===== src/rtl/ex_stage_md.sv =====
// ex_stage_md: execute stage with forwarding, single-cycle ALU and iterative mul/div feeding HI/LO.
// Define EX_FAST_MUL_EN to make MULT/MULTU single-cycle through a combinational multiplier.
module ex_stage_md #(
  parameter int DATA_W = 32,
  parameter int REG_AW = 5,
  parameter int CNT_W  = 6
) (
  input  logic              clk,
  input  logic              rst_n,
  input  logic              flush,
  input  logic              id_valid,
  input  logic [DATA_W-1:0] rs_data,
  input  logic [DATA_W-1:0] rt_data,
  input  logic [1:0]        fwd_a,
  input  logic [1:0]        fwd_b,
  input  logic [DATA_W-1:0] mem_fwd_data,
  input  logic              src1_sel,
  input  logic              src2_sel,
  input  logic [DATA_W-1:0] imm,
  input  logic [4:0]        shamt,
  input  logic [4:0]        op,
  input  logic [DATA_W-1:0] pc_plus_4,
  input  logic              reg_write,
  input  logic              mem_read,
  input  logic              mem_write,
  input  logic              fwd_mem,
  input  logic [1:0]        mem_to_reg,
  input  logic [REG_AW-1:0] write_addr,
  output logic              ex_busy,
  output logic              ex_mem_valid,
  output logic [DATA_W-1:0] ex_mem_alu_out,
  output logic [DATA_W-1:0] ex_mem_rt_data,
  output logic [DATA_W-1:0] ex_mem_pc_plus_4,
  output logic              ex_mem_reg_write,
  output logic              ex_mem_mem_read,
  output logic              ex_mem_mem_write,
  output logic              ex_mem_fwd_mem,
  output logic [1:0]        ex_mem_mem_to_reg,
  output logic [REG_AW-1:0] ex_mem_write_addr,
  output logic [DATA_W-1:0] hi,
  output logic [DATA_W-1:0] lo
);
  localparam logic [4:0] OP_ADD = 5'd0, OP_SUB = 5'd1, OP_AND = 5'd2, OP_OR = 5'd3,
                         OP_XOR = 5'd4, OP_NOR = 5'd5, OP_SLT = 5'd6, OP_SLTU = 5'd7,
                         OP_SLL = 5'd8, OP_SRL = 5'd9, OP_SRA = 5'd10, OP_MULT = 5'd11,
                         OP_MULTU = 5'd12, OP_DIV = 5'd13, OP_DIVU = 5'd14,
                         OP_MFHI = 5'd15, OP_MFLO = 5'd16;
  typedef enum logic [1:0] {IDLE, BUSY, DONE} state_t;
  state_t state, state_nx;
  logic [DATA_W-1:0] fa, fb, in1, in2, alu, mag_in, mag_b, md_hi, md_lo, q_res, r_res;
  logic [DATA_W-1:0] op_a, op_b, p_hi, p_lo;
  logic [2*DATA_W-1:0] mul_res, fast_prod;
  logic [DATA_W:0] mul_sum, div_sh, div_diff;
  logic [CNT_W-1:0] cnt;
  logic is_mul, is_div, is_sgn_op, iter_op, fast_mul, start, fast_go, v_nx, md_div, md_sgn, md_neg;
  assign fa = fwd_a == 2'b10 ? ex_mem_alu_out : fwd_a == 2'b01 ? mem_fwd_data : rs_data;
  assign fb = fwd_b == 2'b10 ? ex_mem_alu_out : fwd_b == 2'b01 ? mem_fwd_data : rt_data;
  assign in1 = src1_sel ? {{(DATA_W-5){1'b0}}, shamt} : fa;
  assign in2 = src2_sel ? imm : fb;
  assign is_mul = op == OP_MULT || op == OP_MULTU;
  assign is_div = op == OP_DIV || op == OP_DIVU;
  assign is_sgn_op = op == OP_MULT || op == OP_DIV;
`ifdef EX_FAST_MUL_EN
  logic [2*DATA_W-1:0] ext_a, ext_b;
  assign ext_a = {{DATA_W{is_sgn_op & fa[DATA_W-1]}}, fa};
  assign ext_b = {{DATA_W{is_sgn_op & fb[DATA_W-1]}}, fb};
  assign fast_prod = ext_a * ext_b;
  assign iter_op = is_div;
  assign fast_mul = is_mul;
`else
  assign fast_prod = '0;
  assign iter_op = is_mul | is_div;
  assign fast_mul = 1'b0;
`endif
  assign start = state == IDLE && id_valid && iter_op && !flush;
  assign fast_go = state == IDLE && id_valid && fast_mul && !flush;
  assign ex_busy = rst_n && !flush && (start || state == BUSY);
  assign v_nx = !flush && (state == DONE || (state == IDLE && id_valid && !start));
  always_comb begin
    alu = '0;
    case (op)
      OP_ADD:  alu = in1 + in2;
      OP_SUB:  alu = in1 - in2;
      OP_AND:  alu = in1 & in2;
      OP_OR:   alu = in1 | in2;
      OP_XOR:  alu = in1 ^ in2;
      OP_NOR:  alu = ~(in1 | in2);
      OP_SLT:  alu = {{(DATA_W-1){1'b0}}, $signed(in1) < $signed(in2)};
      OP_SLTU: alu = {{(DATA_W-1){1'b0}}, in1 < in2};
      OP_SLL:  alu = in2 << in1[4:0];
      OP_SRL:  alu = in2 >> in1[4:0];
      OP_SRA:  alu = $unsigned($signed(in2) >>> in1[4:0]);
      OP_MFHI: alu = hi;
      OP_MFLO: alu = lo;
      default: alu = '0;
    endcase
  end
  // Iteration works on magnitudes; signs are restored in DONE from the latched operands.
  assign mag_in = (is_sgn_op & fa[DATA_W-1]) ? -fa : fa;
  assign mag_b = (md_sgn & op_b[DATA_W-1]) ? -op_b : op_b;
  assign mul_sum = {1'b0, p_hi} + (p_lo[0] ? {1'b0, mag_b} : '0);
  assign div_sh = {p_hi, p_lo[DATA_W-1]};
  assign div_diff = div_sh - {1'b0, mag_b};
  assign md_neg = md_sgn & (op_a[DATA_W-1] ^ op_b[DATA_W-1]);
  assign mul_res = md_neg ? -{p_hi, p_lo} : {p_hi, p_lo};
  assign q_res = op_b == '0 ? '1 : md_neg ? -p_lo : p_lo;
  assign r_res = op_b == '0 ? op_a : (md_sgn & op_a[DATA_W-1]) ? -p_hi : p_hi;
  assign md_hi = md_div ? r_res : mul_res[2*DATA_W-1:DATA_W];
  assign md_lo = md_div ? q_res : mul_res[DATA_W-1:0];
  always_comb begin
    state_nx = state;
    if (flush) state_nx = IDLE;
    else if (state == IDLE) state_nx = start ? BUSY : IDLE;
    else if (state == BUSY) state_nx = cnt == CNT_W'(1) ? DONE : BUSY;
    else state_nx = IDLE;
  end
  always_ff @(posedge clk or negedge rst_n)
    if (!rst_n) state <= IDLE;
    else state <= state_nx;
  always_ff @(posedge clk or negedge rst_n) begin
    if (!rst_n) begin
      {md_div, md_sgn, op_a, op_b, p_hi, p_lo, cnt, hi, lo} <= '0;
      {ex_mem_valid, ex_mem_alu_out, ex_mem_rt_data, ex_mem_pc_plus_4} <= '0;
      {ex_mem_reg_write, ex_mem_mem_read, ex_mem_mem_write, ex_mem_fwd_mem} <= '0;
      {ex_mem_mem_to_reg, ex_mem_write_addr} <= '0;
    end else begin
      if (start) begin
        md_div <= is_div;
        md_sgn <= is_sgn_op;
        op_a <= fa;
        op_b <= fb;
        p_hi <= '0;
        p_lo <= mag_in;
        cnt <= CNT_W'(DATA_W);
      end else if (state == BUSY) begin
        cnt <= cnt - CNT_W'(1);
        p_hi <= md_div ? (div_diff[DATA_W] ? div_sh[DATA_W-1:0] : div_diff[DATA_W-1:0]) : mul_sum[DATA_W:1];
        p_lo <= md_div ? {p_lo[DATA_W-2:0], ~div_diff[DATA_W]} : {mul_sum[0], p_lo[DATA_W-1:1]};
      end
      if (state == DONE && !flush) {hi, lo} <= {md_hi, md_lo};
      else if (fast_go) {hi, lo} <= fast_prod;
      ex_mem_valid <= v_nx;
      ex_mem_reg_write <= v_nx && reg_write && state != DONE && !is_mul && !is_div;
      ex_mem_mem_read <= v_nx && mem_read;
      ex_mem_mem_write <= v_nx && mem_write;
      ex_mem_fwd_mem <= fwd_mem;
      ex_mem_mem_to_reg <= mem_to_reg;
      ex_mem_write_addr <= write_addr;
      ex_mem_alu_out <= alu;
      ex_mem_rt_data <= fb;
      ex_mem_pc_plus_4 <= pc_plus_4;
    end
  end
endmodule

===== config.mk =====
export PLATFORM = sky130hd
export DESIGN_NAME = ex_stage_md
export DESIGN_NICKNAME = d
export VERILOG_FILES = /design/src/rtl/ex_stage_md.sv
export SDC_FILE = /design/constraint.sdc
export NUM_CORES = 2
export LEC_CHECK = 0
export CAP_MARGIN = 30
export CORE_MARGIN = 3
export CORE_UTILIZATION = 45
export DETAILED_ROUTE_END_ITERATION = 6
export PLACE_DENSITY = 0.71
export SLEW_MARGIN = 5
export SYNTH_ARGS = -nofsm -noshare
export SYNTH_HDL_FRONTEND = slang
export SYNTH_SLANG_ARGS = --single-unit

===== constraint.sdc =====
create_clock -name clk -period 6.25 [get_ports clk]
set_clock_uncertainty 0.05 [all_clocks]
set_input_delay 0.9375 -clock clk [delete_from_list [all_inputs] [get_ports clk]]
set_output_delay 0.9375 -clock clk [all_outputs]
set_load 0.01 [all_outputs]

==> flow_summary.json <==
{
  "nets": 4581,
  "drive_above_1_share_pct": 9.18,
  "drtIter0Drc": 4643,
  "crit_chain": "nor4_1, and3_1, nand2_1, o21ai_1, nand2_1, xnor2_1, ha_1, and2_1, nand3_1, or4_1, a21o_4, a21oi_2, o211a_2, buf_4, nor2_1, a211oi_1, o31ai_1",
  "synth_edf_count": 0,
  "slew_viol_final": 0,
  "synth_flop_cell": "dfrtp_1",
  "cpLargestDelayFamily": "compound AO/OA/AOI/OAI gates",
  "dieArea_um2": 71200,
  "min-delay-path-class": "primary input to asynchronous set/reset pin",
  "cts_buffer_depth": 3,
  "timing.fmax_ghz": 0.181,
  "cts_tree": "built",
  "grt.busiest_layer": "met2",
  "dieHeight_um": 267,
  "cap_violations": 0,
  "yosys.cell_types.count": 101,
  "start_util_pct": 45.5,
  "ios": 364,
  "setup_violations": 0,
  "synth_area_leaders": "dfrtp_1 25%, mux2i_1 10%, ha_1 7.1%",
  "drt-total-wl_um": 157000,
  "vias": 33649,
  "grt_pass1_vias": 31256,
  "worst_pin_slew_ps": 1060,
  "power-per-cell-area_nw_per_um2": 348,
  "cts_hold_buffers": 0,
  "power_uw": 12800,
  "syn_avg_cell_area_um2": 7.85,
  "met3_usage_pct": 12.2,
  "finalHoldViolCount": 0,
  "crit_required_ps": 6660,
  "rsz0062_at_grt": "false",
  "async_flop_share_pct": 100,
  "cpPeakStageDelay_ps": 630,
  "crit_top_cell": "nand2_1",
  "yosysTopAreaCell": "dfrtp_1",
  "violations": "DRC",
  "clkTransAtPathRegs_ps": 60,
  "seq_area_frac_synth_pct": 25.3,
  "cts_sinks": 310,
  "antenna_found_initial": 8,
  "die_w_um": 267,
  "period_needed_ps": 5520,
  "grt.total_usage_pct": 42.7,
  "grt_overflow": 0,
  "cts_buffers": 39,
  "synth_top_cells_by_count": "503 x nand2_1, 334 x nor2_1, 322 x o21ai_0",
  "portBuffers": 363,
  "coreArea_um2": 67300,
  "dp_cells": 5041,
  "cp-end-kind": "flop",
  "crit_type": "flop to flop",
  "layout_worst_path_cycle_share_pct": 88.2,
  "netlist_instances": 3901,
  "cp_slowest_cell": "o211a_2",
  "yosysMostFrequentCell": "nand2_1",
  "num_rows": 95,
  "p_leak_uw": 0.0164,
  "ant_nets": 0,
  "worst-path-buf-inv": 1,
  "slew_headroom_pct": 29.5,
  "worst_setup_path_start_kind": "flop",
  "syn_area_um2": 30600,
  "htreeDepth": 2,
  "post_cts_buffers": 0,
  "grt_first_pass_wirelength_um": 223000,
  "status": "finished with violations",
  "final_cells": 5116,
  "arrival_ps": 5920,
  "clk_latency_ps": 600,
  "synth_nets": 4271,
  "met2_usage_pct": 62.6,
  "setup_tns_ps": 0,
  "root_buffer": "clkbuf_16",
  "pre_cts_ws_ps": 448,
  "synth_top_area_share_pct": 25.3,
  "cts_resized": 0,
  "ys_ff_latch": 310,
  "worst_slack_ps": 735,
  "path_max_fanout": 26,
  "first_pass_iters": 7,
  "hold_ws_ps": 258,
  "hpwl_um": 124000,
  "yosysWarnings": 0,
  "max-vdd-ir-drop_v": 0.000260,
  "grt_max_degree": 70,
  "use_met1_pct": 55.9,
  "syn2layout_area_growth_pct": 20.5,
  "gp_congestion": 1.07,
  "route.detailed.drc": 2,
  "wl_per_cell_um": 30.6,
  "viasPerCell": 6.58
}
==> final timing paths <==
check / from / to / slack, ps / depth (start not counted)
worst max-delay path: op_b[7]$_DFFE_PN0P_ / p_hi[25]$_DFFE_PN0P_ / 730 / 17
worst min-delay path: rst_n / p_lo[26]$_DFFE_PN0P_ / 260 / 1
worst max register to register: op_b[7]$_DFFE_PN0P_ / p_hi[25]$_DFFE_PN0P_ / 730 / 17
worst min register to register: op_a[22]$_DFFE_PN0P_ / op_a[22]$_DFFE_PN0P_ / 420 / 2
max in group asynchronous: rst_n / ex_mem_pc_plus_4[10]$_DFF_PN0_ / 3920 / 4
min in group clk: op_a[22]$_DFFE_PN0P_ / op_a[22]$_DFFE_PN0P_ / 420 / 2
==> power by group <==
group / switching, uW / internal (uW) / total, uW / leakage [uW]
combinational: 4230 / 2840 / 7070 / 0.0119
sequential: 909 / 2430 / 3330 / 0.00390
clock: 1000 / 1420 / 2430 / 0.000631
==> per-layer routing <==
layer,share of wire [%],up-vias,routed length [um]
li1,-,14789,-
met1,40,16263,61900
met5,0.036,-,57
met3,12,474,18500
met2,41,2115,64800
met4,7.2,8,11300
==> metrics by stage <==
stage | util [%] | area [um2]
after floorplan | - | 30600
after global placement | 52.8 | 35500
after detailed placement | 52.9 | 35600
after CTS | 54.8 | 36900
after global routing | 54.9 | 36900
final | 54.9 | 36900
==> placed cells by master (no fill, tap or decap), types with 19 or more instances in the layout <==
| cell | instances |
|---|---|
| a21o_1 | 40 |
| or3_1 | 23 |
| nor2_1 | 330 |
| a211oi_1 | 46 |
| xor2_1 | 89 |
| ha_1 | 175 |
| a221oi_1 | 41 |
| clkbuf_16 | 40 |
| o21bai_1 | 20 |
| and2_1 | 21 |
| mux2i_1 | 310 |
| o31ai_1 | 22 |
| and3_1 | 22 |
| nor3_1 | 63 |
| or2_2 | 23 |
| nand2b_1 | 43 |
| a22oi_1 | 48 |
| o22ai_1 | 28 |
| a221o_1 | 19 |
| o211ai_1 | 65 |
| o21a_1 | 28 |
| xnor2_1 | 96 |
| inv_1 | 121 |
| buf_4 | 178 |
| nor2b_1 | 36 |
| nand2_1 | 501 |
| dfrtp_1 | 309 |
| mux2_2 | 58 |
| a21oi_1 | 270 |
| o21ai_1 | 29 |
| nand3_1 | 85 |
| a31oi_1 | 72 |
| clkdlybuf4s50_1 | 359 |
| o21ai_0 | 318 |
| nor4_1 | 24 |
==> worst register-to-register path: cells and delay by family (launching register included) <==
family | cells | cell delay, ps
buffers and inverters | 1 | 340
flip-flops | 1 | 440
adder cells (fa/ha/maj) | 1 | 280
XOR/XNOR | 1 | 440
AO/OA/AOI/OAI | 6 | 1960
AND/OR/NAND/NOR | 8 | 1880
==> cell type report <==
cell class	instances	area [um2]
inverter	129	487
multi-input combinational	3188	21200
timing repair buffer	543	5030
clock inverter	18	250
sequential	310	7760
clock buffer	51	1070
fill	6417	30400
antenna	4	10.0
tap	873	1090
==> cell families (layout without fill, tap and decap cells) <==
kind of cell	Yosys count	after routing	synth area share, %
AND/OR/NAND/NOR	1244	1244	18.4
AO/OA/AOI/OAI	1208	1208	25.5
buffers and inverters	403	741	5.63
multiplexers	372	372	12.4
flip-flops	310	310	25.3
XOR/XNOR	185	185	5.29
adder cells (fa/ha/maj)	179	179	7.41
other	0	4	0
(Power assumes the default switching activity.)
